File: config.mk
export PLATFORM = sky130hd
export DESIGN_NAME = deskew_lane_fifo_flat
export DESIGN_NICKNAME = d
export VERILOG_FILES = /design/src/rtl/deskew_lane_fifo_pkg.sv /design/src/rtl/deskew_lane_fifo_if.sv /design/src/rtl/deskew_lane_fifo_delay_ram.sv /design/src/rtl/deskew_lane_fifo.sv /design/src/flat_wrapper.sv
export SDC_FILE = /design/constraint.sdc
export NUM_CORES = 1
export LEC_CHECK = 0
export CELL_PAD_IN_SITES_DETAIL_PLACEMENT = 0
export CELL_PAD_IN_SITES_GLOBAL_PLACEMENT = 1
export CORE_MARGIN = 2
export CORE_UTILIZATION = 40
export DETAILED_ROUTE_END_ITERATION = 10
export GPL_ROUTABILITY_DRIVEN = 0
export PLACE_DENSITY_LB_ADDON = 0.1
export SLEW_MARGIN = 20
export SYNTH_ARGS = -nofsm -noshare
export SYNTH_HDL_FRONTEND = slang
export SYNTH_SLANG_ARGS = --single-unit
File: constraint.sdc
create_clock -name i_clock -period 11.2 [get_ports i_clock]
set_input_delay 2.24 -clock i_clock [delete_from_list [all_inputs] [get_ports i_clock]]
set_output_delay 2.24 -clock i_clock [all_outputs]
set_load 0.05 [all_outputs]
File: src/rtl/deskew_lane_fifo_pkg.sv
// ---------------------------------------------------------------------------
// deskew_pkg
// Shared definitions for the per-lane deskew delay buffer:
//   - state_t      : one-hot controller state (IDLE, FILL, RUN)
//   - NB_DATA_DEF  : default PCS block width
//   - MAX_SKEW_DEF : default buffer depth (power of 2)
// ---------------------------------------------------------------------------
package deskew_pkg;

    localparam int NB_DATA_DEF  = 66;
    localparam int MAX_SKEW_DEF = 16;

    typedef enum logic [2:0] {
        ST_IDLE = 3'b001,
        ST_FILL = 3'b010,
        ST_RUN  = 3'b100
    } state_t;

endpackage

File: src/rtl/deskew_lane_fifo_if.sv
// ---------------------------------------------------------------------------
// deskew_lane_fifo_if
// Lane-side bus between the deskew controller (master) and one lane delay
// buffer (slave).
//   i_enable, i_valid      : accepted cycle = i_enable && i_valid
//   i_flush                : synchronous resync
//   i_write_enb/i_read_enb : store / produce a word this accepted cycle
//   i_set_delay, i_delay   : delay programming strobe and value
//   i_data                 : lane block in
//   o_data, o_valid        : delayed block out
//   o_delay, o_locked      : latched delay, RUN indication
//   o_delay_err            : rejected set strobe pulse
// ---------------------------------------------------------------------------
interface deskew_lane_fifo_if
    import deskew_pkg::*;
#(
    parameter int NB_DATA        = NB_DATA_DEF,
    parameter int NB_DELAY_COUNT = $clog2(MAX_SKEW_DEF)
);
    logic                      i_enable;
    logic                      i_valid;
    logic                      i_flush;
    logic                      i_write_enb;
    logic                      i_read_enb;
    logic                      i_set_delay;
    logic [NB_DELAY_COUNT-1:0] i_delay;
    logic [NB_DATA-1:0]        i_data;
    logic [NB_DATA-1:0]        o_data;
    logic                      o_valid;
    logic [NB_DELAY_COUNT-1:0] o_delay;
    logic                      o_locked;
    logic                      o_delay_err;

    modport master (
        output i_enable, i_valid, i_flush, i_write_enb, i_read_enb,
               i_set_delay, i_delay, i_data,
        input  o_data, o_valid, o_delay, o_locked, o_delay_err
    );

    modport slave (
        input  i_enable, i_valid, i_flush, i_write_enb, i_read_enb,
               i_set_delay, i_delay, i_data,
        output o_data, o_valid, o_delay, o_locked, o_delay_err
    );
endinterface

File: src/rtl/deskew_lane_fifo_delay_ram.sv
// ---------------------------------------------------------------------------
// deskew_delay_ram
// Simple dual-port storage: synchronous write, asynchronous read. Contents
// are intentionally not reset; the controller never reads a slot that has
// not been written since the last flush.
//   i_clock              : write clock
//   i_wr_en, i_wr_addr,
//   i_wr_data            : write port
//   i_rd_addr, o_rd_data : combinational read port
// ---------------------------------------------------------------------------
module deskew_delay_ram
    import deskew_pkg::*;
#(
    parameter int NB_DATA  = NB_DATA_DEF,
    parameter int DEPTH    = MAX_SKEW_DEF,
    parameter int NB_ADDR  = $clog2(DEPTH)
) (
    input  logic               i_clock,
    input  logic               i_wr_en,
    input  logic [NB_ADDR-1:0] i_wr_addr,
    input  logic [NB_DATA-1:0] i_wr_data,
    input  logic [NB_ADDR-1:0] i_rd_addr,
    output logic [NB_DATA-1:0] o_rd_data
);
    logic [NB_DATA-1:0] mem [DEPTH];

    always_ff @(posedge i_clock) begin
        if (i_wr_en) begin
            mem[i_wr_addr] <= i_wr_data;
        end
    end

    assign o_rd_data = mem[i_rd_addr];
endmodule

File: src/rtl/deskew_lane_fifo.sv
// ---------------------------------------------------------------------------
// deskew_lane_fifo
// Per-lane programmable delay buffer for PCS lane deskew. Blocks are stored
// continuously in a circular buffer; once a delay is latched, each read
// returns the block written `delay` accepted write cycles earlier.
//   i_clock   : clock
//   i_reset_n : asynchronous active-low reset
//   bus       : deskew_lane_fifo_if.slave (handshake, data, status)
// Build option: DESKEW_FIFO_OUT_REG_EN adds one output register stage on
// o_data/o_valid (latency delay+2 instead of delay+1).
// MAX_SKEW must be a power of 2 so pointer arithmetic wraps naturally.
// ---------------------------------------------------------------------------
module deskew_lane_fifo
    import deskew_pkg::*;
#(
    parameter int NB_DATA        = NB_DATA_DEF,
    parameter int MAX_SKEW       = MAX_SKEW_DEF,
    parameter int NB_DELAY_COUNT = $clog2(MAX_SKEW)
) (
    input  logic                i_clock,
    input  logic                i_reset_n,
    deskew_lane_fifo_if.slave   bus
);
    localparam int NB_FILL = NB_DELAY_COUNT + 1;
    localparam logic [NB_FILL-1:0]        FILL_MAX = NB_FILL'(MAX_SKEW);
    localparam logic [NB_FILL-1:0]        FILL_ONE = NB_FILL'(1);
    localparam logic [NB_DELAY_COUNT-1:0] PTR_ONE  = NB_DELAY_COUNT'(1);

    state_t                    state;
    logic [NB_DELAY_COUNT-1:0] wr_ptr;
    logic [NB_FILL-1:0]        fill;
    logic [NB_DELAY_COUNT-1:0] delay;
    logic                      locked;
    logic                      delay_err;
    logic [NB_DATA-1:0]        data_p0;
    logic                      vld_p0;

    logic                      accepted;
    logic                      do_write;
    logic                      set_req;
    logic                      set_ok;
    logic                      set_bad;
    logic                      do_read;
    logic [NB_DELAY_COUNT-1:0] rd_delay;
    logic [NB_DELAY_COUNT-1:0] rd_addr;
    logic [NB_DATA-1:0]        ram_rd_data;
    logic [NB_DATA-1:0]        rd_word;

    assign accepted = bus.i_enable & bus.i_valid;
    // A flush in the same cycle discards the write.
    assign do_write = accepted & bus.i_write_enb & ~bus.i_flush;

    // The set strobe is only honoured while filling; fill is the count before
    // this cycle's write.
    assign set_req  = (state == ST_FILL) & accepted & bus.i_set_delay;
    assign set_ok   = set_req & ({1'b0, bus.i_delay} <= fill);
    assign set_bad  = set_req & ~({1'b0, bus.i_delay} <= fill);

    // A set and a read in the same cycle produce the first output word
    // immediately, using the incoming delay rather than the latched one.
    assign do_read  = accepted & bus.i_read_enb & ((state == ST_RUN) | set_ok);
    assign rd_delay = set_ok ? bus.i_delay : delay;
    assign rd_addr  = wr_ptr - rd_delay;
    assign rd_word  = (rd_delay == '0) ? bus.i_data : ram_rd_data;

    deskew_delay_ram #(
        .NB_DATA (NB_DATA),
        .DEPTH   (MAX_SKEW),
        .NB_ADDR (NB_DELAY_COUNT)
    ) u_ram (
        .i_clock   (i_clock),
        .i_wr_en   (do_write),
        .i_wr_addr (wr_ptr),
        .i_wr_data (bus.i_data),
        .i_rd_addr (rd_addr),
        .o_rd_data (ram_rd_data)
    );

    // Stage p0: pointers, state machine and registered outputs
    always_ff @(posedge i_clock or negedge i_reset_n) begin
        if (!i_reset_n) begin
            state     <= ST_IDLE;
            wr_ptr    <= '0;
            fill      <= '0;
            delay     <= '0;
            locked    <= 1'b0;
            delay_err <= 1'b0;
            data_p0   <= '0;
            vld_p0    <= 1'b0;
        end else if (bus.i_flush) begin
            state     <= ST_IDLE;
            wr_ptr    <= '0;
            fill      <= '0;
            delay     <= '0;
            locked    <= 1'b0;
            delay_err <= 1'b0;
            vld_p0    <= 1'b0;
        end else begin
            vld_p0    <= do_read;
            delay_err <= set_bad;

            if (do_write) begin
                wr_ptr <= wr_ptr + PTR_ONE;
                if (fill != FILL_MAX) begin
                    fill <= fill + FILL_ONE;
                end
            end

            if (do_read) begin
                data_p0 <= rd_word;
            end

            unique case (state)
                ST_IDLE: begin
                    if (do_write) begin
                        state <= ST_FILL;
                    end
                end
                ST_FILL: begin
                    if (set_ok) begin
                        delay  <= bus.i_delay;
                        locked <= 1'b1;
                        state  <= ST_RUN;
                    end
                end
                ST_RUN: begin
                    locked <= 1'b1;
                end
                default: begin
                    state  <= ST_IDLE;
                    locked <= 1'b0;
                end
            endcase
        end
    end

`ifdef DESKEW_FIFO_OUT_REG_EN
    logic [NB_DATA-1:0] data_p1;
    logic               vld_p1;

    // Stage p1: optional output retiming register
    always_ff @(posedge i_clock or negedge i_reset_n) begin
        if (!i_reset_n) begin
            data_p1 <= '0;
            vld_p1  <= 1'b0;
        end else if (bus.i_flush) begin
            vld_p1  <= 1'b0;
        end else begin
            data_p1 <= data_p0;
            vld_p1  <= vld_p0;
        end
    end

    assign bus.o_data  = data_p1;
    assign bus.o_valid = vld_p1;
`else
    assign bus.o_data  = data_p0;
    assign bus.o_valid = vld_p0;
`endif

    assign bus.o_delay     = delay;
    assign bus.o_locked    = locked;
    assign bus.o_delay_err = delay_err;

endmodule

File: src/flat_wrapper.sv
// flat-port wrapper written by rule: the top's interface ports become plain ports
module deskew_lane_fifo_flat import deskew_pkg::*;
#(
    parameter int NB_DATA        = NB_DATA_DEF,
    parameter int MAX_SKEW       = MAX_SKEW_DEF,
    parameter int NB_DELAY_COUNT = $clog2(MAX_SKEW)
)
  (i_clock, i_reset_n, bus_i_enable, bus_i_valid, bus_i_flush, bus_i_write_enb, bus_i_read_enb, bus_i_set_delay, bus_i_delay, bus_i_data, bus_o_data, bus_o_valid, bus_o_delay, bus_o_locked, bus_o_delay_err);
  deskew_lane_fifo_if #(.NB_DATA(NB_DATA), .NB_DELAY_COUNT(NB_DELAY_COUNT)) bus_i ();
  input  logic i_clock;
  input  logic i_reset_n;
  input wire logic [$bits(bus_i.i_enable)-1:0] bus_i_enable;
  input wire logic [$bits(bus_i.i_valid)-1:0] bus_i_valid;
  input wire logic [$bits(bus_i.i_flush)-1:0] bus_i_flush;
  input wire logic [$bits(bus_i.i_write_enb)-1:0] bus_i_write_enb;
  input wire logic [$bits(bus_i.i_read_enb)-1:0] bus_i_read_enb;
  input wire logic [$bits(bus_i.i_set_delay)-1:0] bus_i_set_delay;
  input wire logic [$bits(bus_i.i_delay)-1:0] bus_i_delay;
  input wire logic [$bits(bus_i.i_data)-1:0] bus_i_data;
  output wire logic [$bits(bus_i.o_data)-1:0] bus_o_data;
  output wire logic [$bits(bus_i.o_valid)-1:0] bus_o_valid;
  output wire logic [$bits(bus_i.o_delay)-1:0] bus_o_delay;
  output wire logic [$bits(bus_i.o_locked)-1:0] bus_o_locked;
  output wire logic [$bits(bus_i.o_delay_err)-1:0] bus_o_delay_err;
  assign bus_i.i_enable = bus_i_enable;
  assign bus_i.i_valid = bus_i_valid;
  assign bus_i.i_flush = bus_i_flush;
  assign bus_i.i_write_enb = bus_i_write_enb;
  assign bus_i.i_read_enb = bus_i_read_enb;
  assign bus_i.i_set_delay = bus_i_set_delay;
  assign bus_i.i_delay = bus_i_delay;
  assign bus_i.i_data = bus_i_data;
  assign bus_o_data = bus_i.o_data;
  assign bus_o_valid = bus_i.o_valid;
  assign bus_o_delay = bus_i.o_delay;
  assign bus_o_locked = bus_i.o_locked;
  assign bus_o_delay_err = bus_i.o_delay_err;
  deskew_lane_fifo #(.NB_DATA(NB_DATA), .MAX_SKEW(MAX_SKEW), .NB_DELAY_COUNT(NB_DELAY_COUNT)) u_core (.i_clock(i_clock), .i_reset_n(i_reset_n), .bus(bus_i));
endmodule
[After elaboration in Yosys (flattened, before gate mapping)]
Memories as Yosys holds them, arrays and structs flattened.
Cells that the tools add are included.
W data, S select, Z words.
Word-level totals
  memories: 1
  register bits: 85
  bits in writable memories: 1056
  word-level logic and storage cells: 61
Operators by class
  $lt $le $gt $ge: 1
  bitwise operators: 12
  equality and inequality tests: 8
  reductions and logical operators: 8
  mux-type cells: 20
  $add $sub $neg: 3
Memories
  u_core.u_ram.mem: words 16, width 66, rd ports 1, clocked after memory_dff 0, wr ports 1, RTL line deskew_lane_fifo_delay_ram.sv:25  | logic [NB_DATA-1:0] mem [DEPTH];
Operators by type and width (number)
  $mux W66: 1
  $mux W4: 5
  $mux W5: 3
  $and A1 B1 Y1: 9
  $mux W3: 3
  $pmux W3 S3: 1
  $mux W1: 6
  $ne A3 B2 Y1 const B: 2
  $reduce_and A2 Y1: 3
  $reduce_bool A2 Y1: 3
  $add A5 B1 Y5 const B: 1
  $le A4 B5 Y1: 1
  $ne A5 B5 Y1 const B: 1
  $add A4 B1 Y4 const B: 1
  $logic_not A4 Y1: 1
  $ne A2 B2 Y1 const B: 2
  $sub A4 B4 Y4: 1
  $eq A3 B1 Y1 const B: 1
  $eq A3 B2 Y1 const B: 1
  $eq A3 B3 Y1 const B: 1
  $pmux W1 S3: 1
  $reduce_and A3 Y1: 1
  $not A1 Y1: 2
  $or A1 B1 Y1: 1

[Longest topological paths before layout]
Gate-level depths: netlist of run 1.
An unclocked memory read counts as a cell.
  depth after elaboration: 8
  depth in mapped cells: 16
  gate-level depth less buffers: 14

[Modules after synthesis]
Synthesis of run 1 repeated with hierarchy kept, for this count alone.
Unflattened totals
  cell total of the unflattened synthesis: 2111
  area, all modules: 43640.6 um2
By module, submodules not included
  deskew_delay_ram: cells each 1632, instances 1, area each 39480.4 um2, sequential area each 31710.4 um2
  deskew_lane_fifo: cells each 479, instances 1, area each 4160.2 um2, sequential area each 2128.3 um2

[Worst setup path before layout of run 1]
No wires, ideal clock.
  kind: in2reg
  from: input port bus_i_delay[1]
  to: register u_core.data_p0[14], in the netlist u_core.bus.o_data[14]
  setup slack: 5326 ps
  data required time: 11071 ps
  data arrival time: 5745 ps
  library setup time: 129 ps
  cell stages on the path: 15
  path through: ha_1 -> a41oi_1 -> or3_1 -> o21a_4 -> nand2_1 -> o21ai_0 -> ha_1 -> fa_1 -> clkbuf_1 -> clkbuf_1 -> buf_1 -> mux4_2 -> mux2_2 -> o211ai_1 -> nand3_1
Between the ends
  word-level cells in the longest chain between the ends: 6
RTL lines
  start, declared: RTL line flat_wrapper.sv:18  | input wire logic [$bits(bus_i.i_delay)-1:0] bus_i_delay;
  $le A4 B5 Y1: RTL line deskew_lane_fifo.sv:56  | assign set_ok = set_req & ({1'b0, bus.i_delay} <= fill);
  $and A1 B1 Y1: RTL line deskew_lane_fifo.sv:56
  $mux W4
  $sub A4 B4 Y4: RTL line deskew_lane_fifo.sv:63  | assign rd_addr = wr_ptr - rd_delay;
  $mem_v2 Z16 W66
  $mux W66: RTL line deskew_lane_fifo.sv:64  | assign rd_word = (rd_delay == '0) ? bus.i_data : ram_rd_data;
  end signal, assigned: RTL line deskew_lane_fifo.sv:110  | data_p0 <= rd_word;
  end, declared: RTL line deskew_lane_fifo.sv:35  | logic [NB_DATA-1:0] data_p0;
Several ways; a longest one is shown, not always the timed one.
A chain may end at the register's enable or synchronous reset.

[Worst setup path in the final report of run 1]
  from: input port bus_i_delay[0]
  to: register u_core.data_p0[10], in the netlist u_core.bus.o_data[10]
The elaborated chain is that of the path after synthesis.

==> reports/qor.yml, run 1 <==
outcome: "finished, final reports clean"
syn2layout_area_growth_pct: 15.5
grt_max_degree: 133
period_minus_slack_ns: 7.01
io_buffers: 150
htree_levels: 3
numCtsBuffers: 120
syn_nets: 2243
grt_pass1_wl_um: 178000
drc: 0
design_area_um2: 52300
synth_edf_count: 1056
wl_per_cell_um: 31.5
hold_class: "reg2reg"
place_area_um2: 48400
hold_buffers: 0
slowest_delay_ns: 1.47
worst_pin_slew_ns: 1.08
seqCellArea_um2: 33800
rows: 123
drv_slew: 0
die_area_um2: 116000
fin_setup_tns_ns: 0
cts_sinks: 1141
antenna_found_initial: 6
start_util_pct: 40.3
required_ns: 11.77
cp_common_cell: "inv_1"
synth-seq-area-share_pct: 74.7
worst-setup-path-type: "in2reg"
busiest_layer: "met2"
met2_usage_pct: 35.3
ios: 151
ys_ff_latch: 1141
skew_ns: 0.0219
rsz0062_at_grt: "false"
dr_total_vias: 22800
synthCells: 2151
grt_overflow: 0
dp.cells: 3694
drive_gt1_share_pct: 28.0
synth-main-ff-cell: "edfxtp_1"
first_iter_violations: 1937
dieWidth_um: 341
layoutNonFillerInstCount: 3918
final_nets: 2408
worstPathMaxFanout: 56
avgSynthCellArea_um2: 21.1
maxSlewHeadroom_pct: 28.0
cts_root_buf: "clkbuf_16"
final_hold_viol_count: 0
path_clk_slew_ns: 0.06
ant_nets: 0
grt_pass1_vias: 24300
peakVddDrop_uv: 116
async_reset_ff_share_pct: 7.45
post_cts_buffers: 0
cts.path.max_buffers: 3
yosysWarningCount: 0
cts_tree: "done"
p_per_area_nw_per_um2: 169
crit_path_end_kind: "register"
slowest_stage: "fa_4"
dp_hpwl_um: 56900
cts_resized: 0
syn_area_um2: 45300
use_met3_pct: 3.31
firstDrtPassIters: 5
period_share_pct: 62.6
grt_usage_pct: 21.4
antennaDiodeCount: 0
synth_cell_type_count: 51
drv_cap: 0
path_cells: "clkdlybuf4s50_1 -> inv_1 -> ha_1 -> nand2b_1 -> a21oi_1 -> o21ai_0 -> mux2i_1 -> inv_1 -> fa_4 -> buf_4 -> mux4_2 -> mux2_2 -> o211ai_1 -> nand3_1"
multiInputGateArea_um2: 10800
r2r_slack_ns: 5.70
via_per_inst: 5.82
max_freq_mhz: 143
start_kind: "primary input"
p_total_mw: 8.85
die_h_um: 341
setup_violations: 0
worstSkewPairLatency_ns: 0.70
core_um2: 112000
grtUsageMet1_pct: 29.8
fill_cells: 9353
crit_arrival_ns: 7.58
finalWirelength_um: 123000
leakage_nw: 17.0
[power breakdown]
part           switching [mW]  internal, mW  leakage (nW)
clock network            1.61          2.30          1.89
registers             0.00381          4.66          10.7
logic                   0.154         0.118          4.41
total                    1.77          7.08          17.0
[final cells by class]
class                      count  area share [%]
tap                         1500            3.59
clock buffer                 182            6.69
sequential                  1141            64.7
inverter                      10          0.0717
timing repair buffer         190            3.56
clock inverter                42           0.727
multi-input combinational    853            20.7
[stage by stage]
stage	worst slack (ns)	util [%]	hold slack, ns
after floorplan	5.33	-	0.481
after global placement	3.45	43.1	0.517
after detailed placement	3.40	43.1	0.557
after CTS	4.16	46.5	0.552
after global routing	3.89	46.5	0.581
final	4.19	46.5	0.558
[placed cells by master (no fill, tap or decap), types with 17 or more instances in the layout]
cell,instances
nand4_1,69
a21boi_0,66
clkinv_1,17
mux2_2,132
o211ai_1,27
a31oi_1,66
buf_4,36
nand3_1,67
o211ai_2,41
dfrtp_1,84
clkdlybuf4s50_1,149
edfxtp_1,1056
clkbuf_1,41
clkbuf_16,125
mux4_2,264
[critical path: cells and delay by family]
kind            cells  cell delay, ns
compound gates      3            0.98
buf+inv             4            1.39
fa+ha+maj           2            1.65
simple gates        2            0.25
mux                 3            1.04
[metal layers]
layer / routed length [um] / vias up
met5: 36 / -
met4: 2920 / 6
met3: 6410 / 177
met2: 61100 / 681
met1: 53000 / 12500
li1: - / 9410
[flip-flops by register name, summed over array words and instances (netlist names)]
register	flops
u_core.bus.o_data	66
u_core.bus.o_delay	4
u_core.bus.o_delay_err	1
u_core.bus.o_locked	1
u_core.bus.o_valid	1
u_core.fill	5
u_core.state	3
u_core.u_ram.mem	1056
u_core.wr_ptr	4
[path summary, 6_finish.rpt]
check | to | start | cells after the start
worst min-delay path | u_core.state[1]$_DFFE_PN0P_ | u_core.state[2]$_DFFE_PN0P_ | 1
max in group asynchronous | u_core.bus.o_data[17]$_DFFE_PN0P_ | i_reset_n | 2
min in group asynchronous | u_core.fill[1]$_DFFE_PN0P_ | i_reset_n | 1
worst max register to register | u_core.bus.o_data[10]$_DFFE_PN0P_ | u_core.fill[1]$_DFFE_PN0P_ | 13
worst max-delay path | u_core.bus.o_data[10]$_DFFE_PN0P_ | bus_i_delay[0] | 14
worst min register to register | u_core.state[1]$_DFFE_PN0P_ | u_core.state[2]$_DFFE_PN0P_ | 1
[kinds of logic after synthesis]
group                      count (synthesis)  share of synthesized area (%)
adders and majority gates                 14                          0.403
AOI/OAI and AO/OA                        226                           3.98
and+or+nand+nor                          207                           2.61
muxes                                    398                           16.4
DFF                                     1141                           74.7
xor gates and xnor gates                   8                          0.155
buffers and inverters                    157                           1.72
[synthesized netlist by cell type, types with 2 or more instances]
cell type / number / area share, %
edfxtp_1: 1056 / 70
mux4_2: 264 / 13
mux2_2: 132 / 3.3
dfrtp_1: 84 / 4.6
nand4_1: 69 / 0.95
nand3_1: 68 / 0.75
a21boi_0: 66 / 1.1
a31oi_1: 66 / 0.91
clkbuf_1: 63 / 0.52
buf_2: 61 / 0.67
o211ai_2: 42 / 1.2
o211ai_1: 27 / 0.45
nor2_1: 16 / 0.13
ha_1: 13 / 0.36
and2_1: 12 / 0.17
buf_6: 11 / 0.27
nand2_1: 11 / 0.091
inv_1: 10 / 0.083
o21ai_0: 8 / 0.088
a21oi_1: 7 / 0.077
buf_4: 7 / 0.12
and3_1: 6 / 0.083
xnor2_1: 6 / 0.12
nor4_1: 5 / 0.069
buf_1: 4 / 0.033
nand2b_1: 4 / 0.055
a21o_1: 2 / 0.033
mux2i_1: 2 / 0.044
nor2b_1: 2 / 0.028
nor3_1: 2 / 0.022
nor3b_1: 2 / 0.033
or3_1: 2 / 0.028
or4_1: 2 / 0.033
xor2_1: 2 / 0.039
Power figures use the tool's default switching activity.
==> run 2: changes to the inputs <==
==> constraint.sdc (replaced) <==
create_clock -name i_clock -period 7.1 [get_ports i_clock]
set_input_delay 1.42 -clock i_clock [delete_from_list [all_inputs] [get_ports i_clock]]
set_output_delay 1.42 -clock i_clock [all_outputs]
set_load 0.05 [all_outputs]
==> reports/qor.yml, run 2 (synthesis gave the netlist of run 1 again) <==
crit_arrival_ns: 6.00  # -1.58 ns
mostFrequentLayoutCell: "edfxtp_1"
path_clk_slew_ns: 0.06  # about the same
start_util_pct: 40.3  # unchanged
maxSlewHeadroom_pct: 28.3  # +0.24 points
worstPathMaxFanout: 35  # -38%
post_cts_buffers: 0  # unchanged
r2r_cells: 14  # +1
power_frac_seq_pct: 52.3  # -0.4 points
htree_levels: 3  # unchanged
die_area_um2: 116000  # unchanged
p_per_area_nw_per_um2: 266  # +57%
grt_pass1_vias: 24300  # -0.12%
largest_register_ffs: 1056  # unchanged
drive_gt1_share_pct: 29.4  # +1.4 points
worst_pin_slew_ns: 1.08  # -0.00359 ns
internal-power_mw: 11.2  # +58%
p_total_mw: 14.1  # +59%
crit_path_end_kind: "register"
r2r-start: "u_core.fill[1]$_DFFE_PN0P_"
reg2reg_to: "u_core.bus.o_data[11]$_DFFE_PN0P_"
cts.path.max_buffers: 3  # unchanged
leakage_nw: 17.3  # +1.7%
worstSkewPairLatency_ns: 0.71  # about the same
start_kind: "primary input"
dp_hpwl_um: 60700  # +6.8%
path_cells: "clkdlybuf4s50_1 -> inv_1 -> ha_1 -> nand2b_1 -> a21oi_1 -> o21ai_0 -> mux2i_1 -> ha_1 -> nand2b_1 -> a21oi_1 -> xnor2_1 -> nand3_4 -> buf_12 -> nand4_1 -> nand3_1"
firstDrtPassIters: 5  # unchanged
ios: 151  # unchanged
first_iter_violations: 1889  # -2.5%
hold_ws_ns: 0.534  # -0.0243 ns
die_h_um: 341  # unchanged
crit_end: "u_core.bus.o_data[11]$_DFFE_PN0P_"
layout_common_cells: "1056 x edfxtp_1, 264 x mux4_2, 149 x clkdlybuf4s50_1, 132 x mux2_2, 122 x clkbuf_16"
via_per_inst: 5.79  # -0.46%
numCtsBuffers: 121  # +0.83%
final_util_pct: 46.9  # +0.44 points
slowest_stage: "nand3_4"
drv_slew: 0  # unchanged
max_freq_mhz: 184
switching_share_pct: 20.3  # +0.28 points
grt_max_degree: 133  # unchanged
grt_usage_pct: 21.2  # -0.20 points
core_um2: 112000  # unchanged
drv_cap: 0  # unchanged
grt_pass1_wl_um: 177000  # -0.35%
outcome: "finished, final reports clean"
setup_violations: 0  # unchanged
period_minus_slack_ns: 5.43
design_area_um2: 52800  # +0.94%
cts_root_buf: "clkbuf_16"
slowest_delay_ns: 0.76  # -0.71 ns
comb_power_share_pct: 3.2  # about the same
place_area_um2: 48900  # +0.89%
hold_buffers: 0  # unchanged
skew_ns: 0.0138  # -0.00808 ns
ant_nets: 0  # unchanged
cts_tree: "done"
cts_sinks: 1141  # unchanged
grt_overflow: 0  # unchanged
cts_resized: 0  # unchanged
rsz0062_at_grt: "false"
period_share_pct: 76.5
wl_per_cell_um: 31.0  # -1.6%
regMostFlops: "u_core.u_ram.mem"
worst-setup-path-type: "in2reg"
clock_power_share_pct: 44.5  # +0.3 points
final_nets: 2438  # +1.2%
required_ns: 7.67  # -4.10 ns
crit_path_start: "bus_i_delay[0]"
syn2layout_area_growth_pct: 16.6
final_hold_viol_count: 0  # unchanged
p_switching_mw: 2.85  # +61%
dieWidth_um: 341  # unchanged
antenna_found_initial: 7  # +1
hold_class: "reg2reg"
finalWirelength_um: 122000  # -0.81%
fin_setup_tns_ns: 0  # unchanged
r2r_slack_ns: 2.36  # -3.34 ns
peakVddDrop_uv: 185  # +60%
rows: 123  # unchanged
io_buffers: 150  # unchanged
drc: 0  # unchanged
dr_total_vias: 22900  # +0.38%
-- run 2: cell count changes in the layout (fill, tap and decap cells not counted), moves of 2 or more --
cell,before,now
clkinv_1,17,25
clkbuf_1,41,22
inv_6,2,4
buf_12,5,22
clkbuf_16,125,122
clkinv_2,13,30
buf_4,36,48
clkbuf_8,16,5
bufinv_16,7,13
-- run 2: worst min-delay path by stage --
stage / startpoint / end / cells past startpoint
after floorplan: u_core.state[2]$_DFFE_PN0P_ / u_core.state[1]$_DFFE_PN0P_ / 1
after global placement: u_core.state[2]$_DFFE_PN0P_ / u_core.state[1]$_DFFE_PN0P_ / 1
after detailed placement: u_core.state[2]$_DFFE_PN0P_ / u_core.state[1]$_DFFE_PN0P_ / 1
after CTS: u_core.state[2]$_DFFE_PN0P_ / u_core.state[1]$_DFFE_PN0P_ / 1
after global routing: u_core.state[2]$_DFFE_PN0P_ / u_core.state[1]$_DFFE_PN0P_ / 1
final: u_core.state[2]$_DFFE_PN0P_ / u_core.state[1]$_DFFE_PN0P_ / 1
-- run 2: power by group through the flow --
stage / clock network (mW) / logic (mW) / registers [mW]
2_1_floorplan: 0 / 0.226 / 7.51
3_3_place_gp: 0 / 0.442 / 7.50
3_5_place_dp: 0 / 0.452 / 7.50
4_1_cts: 6.39 / 0.453 / 7.36
5_1_grt: 6.64 / 0.483 / 7.36
6_report: 6.26 / 0.444 / 7.36
-- run 2: cell type report --
cell class              count  area (um^2)
fillers                  9342        59700
flip-flops and latches   1141        33800
multi-input cells         853        10800
clock buffers             149         3200
repair buffers            219         2290
well taps                1500         1880
clock inverters            78          737
inverters                  10         37.5
diodes                      1         2.50
-- run 2: worst max-delay path: cells and delay by family --
family	cells	cell delay (ns)
adders and majority gates	2	0.48
muxes	1	0.34
buffers and inverters	3	1.02
and+or+nand+nor	5	1.24
AOI/OAI and AO/OA	3	0.91
xor gates and xnor gates	1	0.52
-- run 2: layer usage --
| layer | up-vias | wire [um] | track usage [%] | share of wire [%] |
|---|---|---|---|---|
| met2 | 633 | 61400 | 35.8 | 50 |
| met1 | 12600 | 53200 | 29.0 | 43 |
| li1 | 9482 | - | - | - |
| met5 | - | 49 | 0 | 0.040 |
| met4 | 8 | 2410 | 4.81 | 2.0 |
| met3 | 160 | 5410 | 3.40 | 4.4 |
-- run 2: metrics by stage --
step           setup slack (ns)  cells
4_1_cts                    1.77   3950
5_1_grt                    1.44   3951
3_5_place_dp               1.03   3723
3_3_place_gp               1.06   3723
6_report                   1.67   3951
2_1_floorplan              2.05   2151
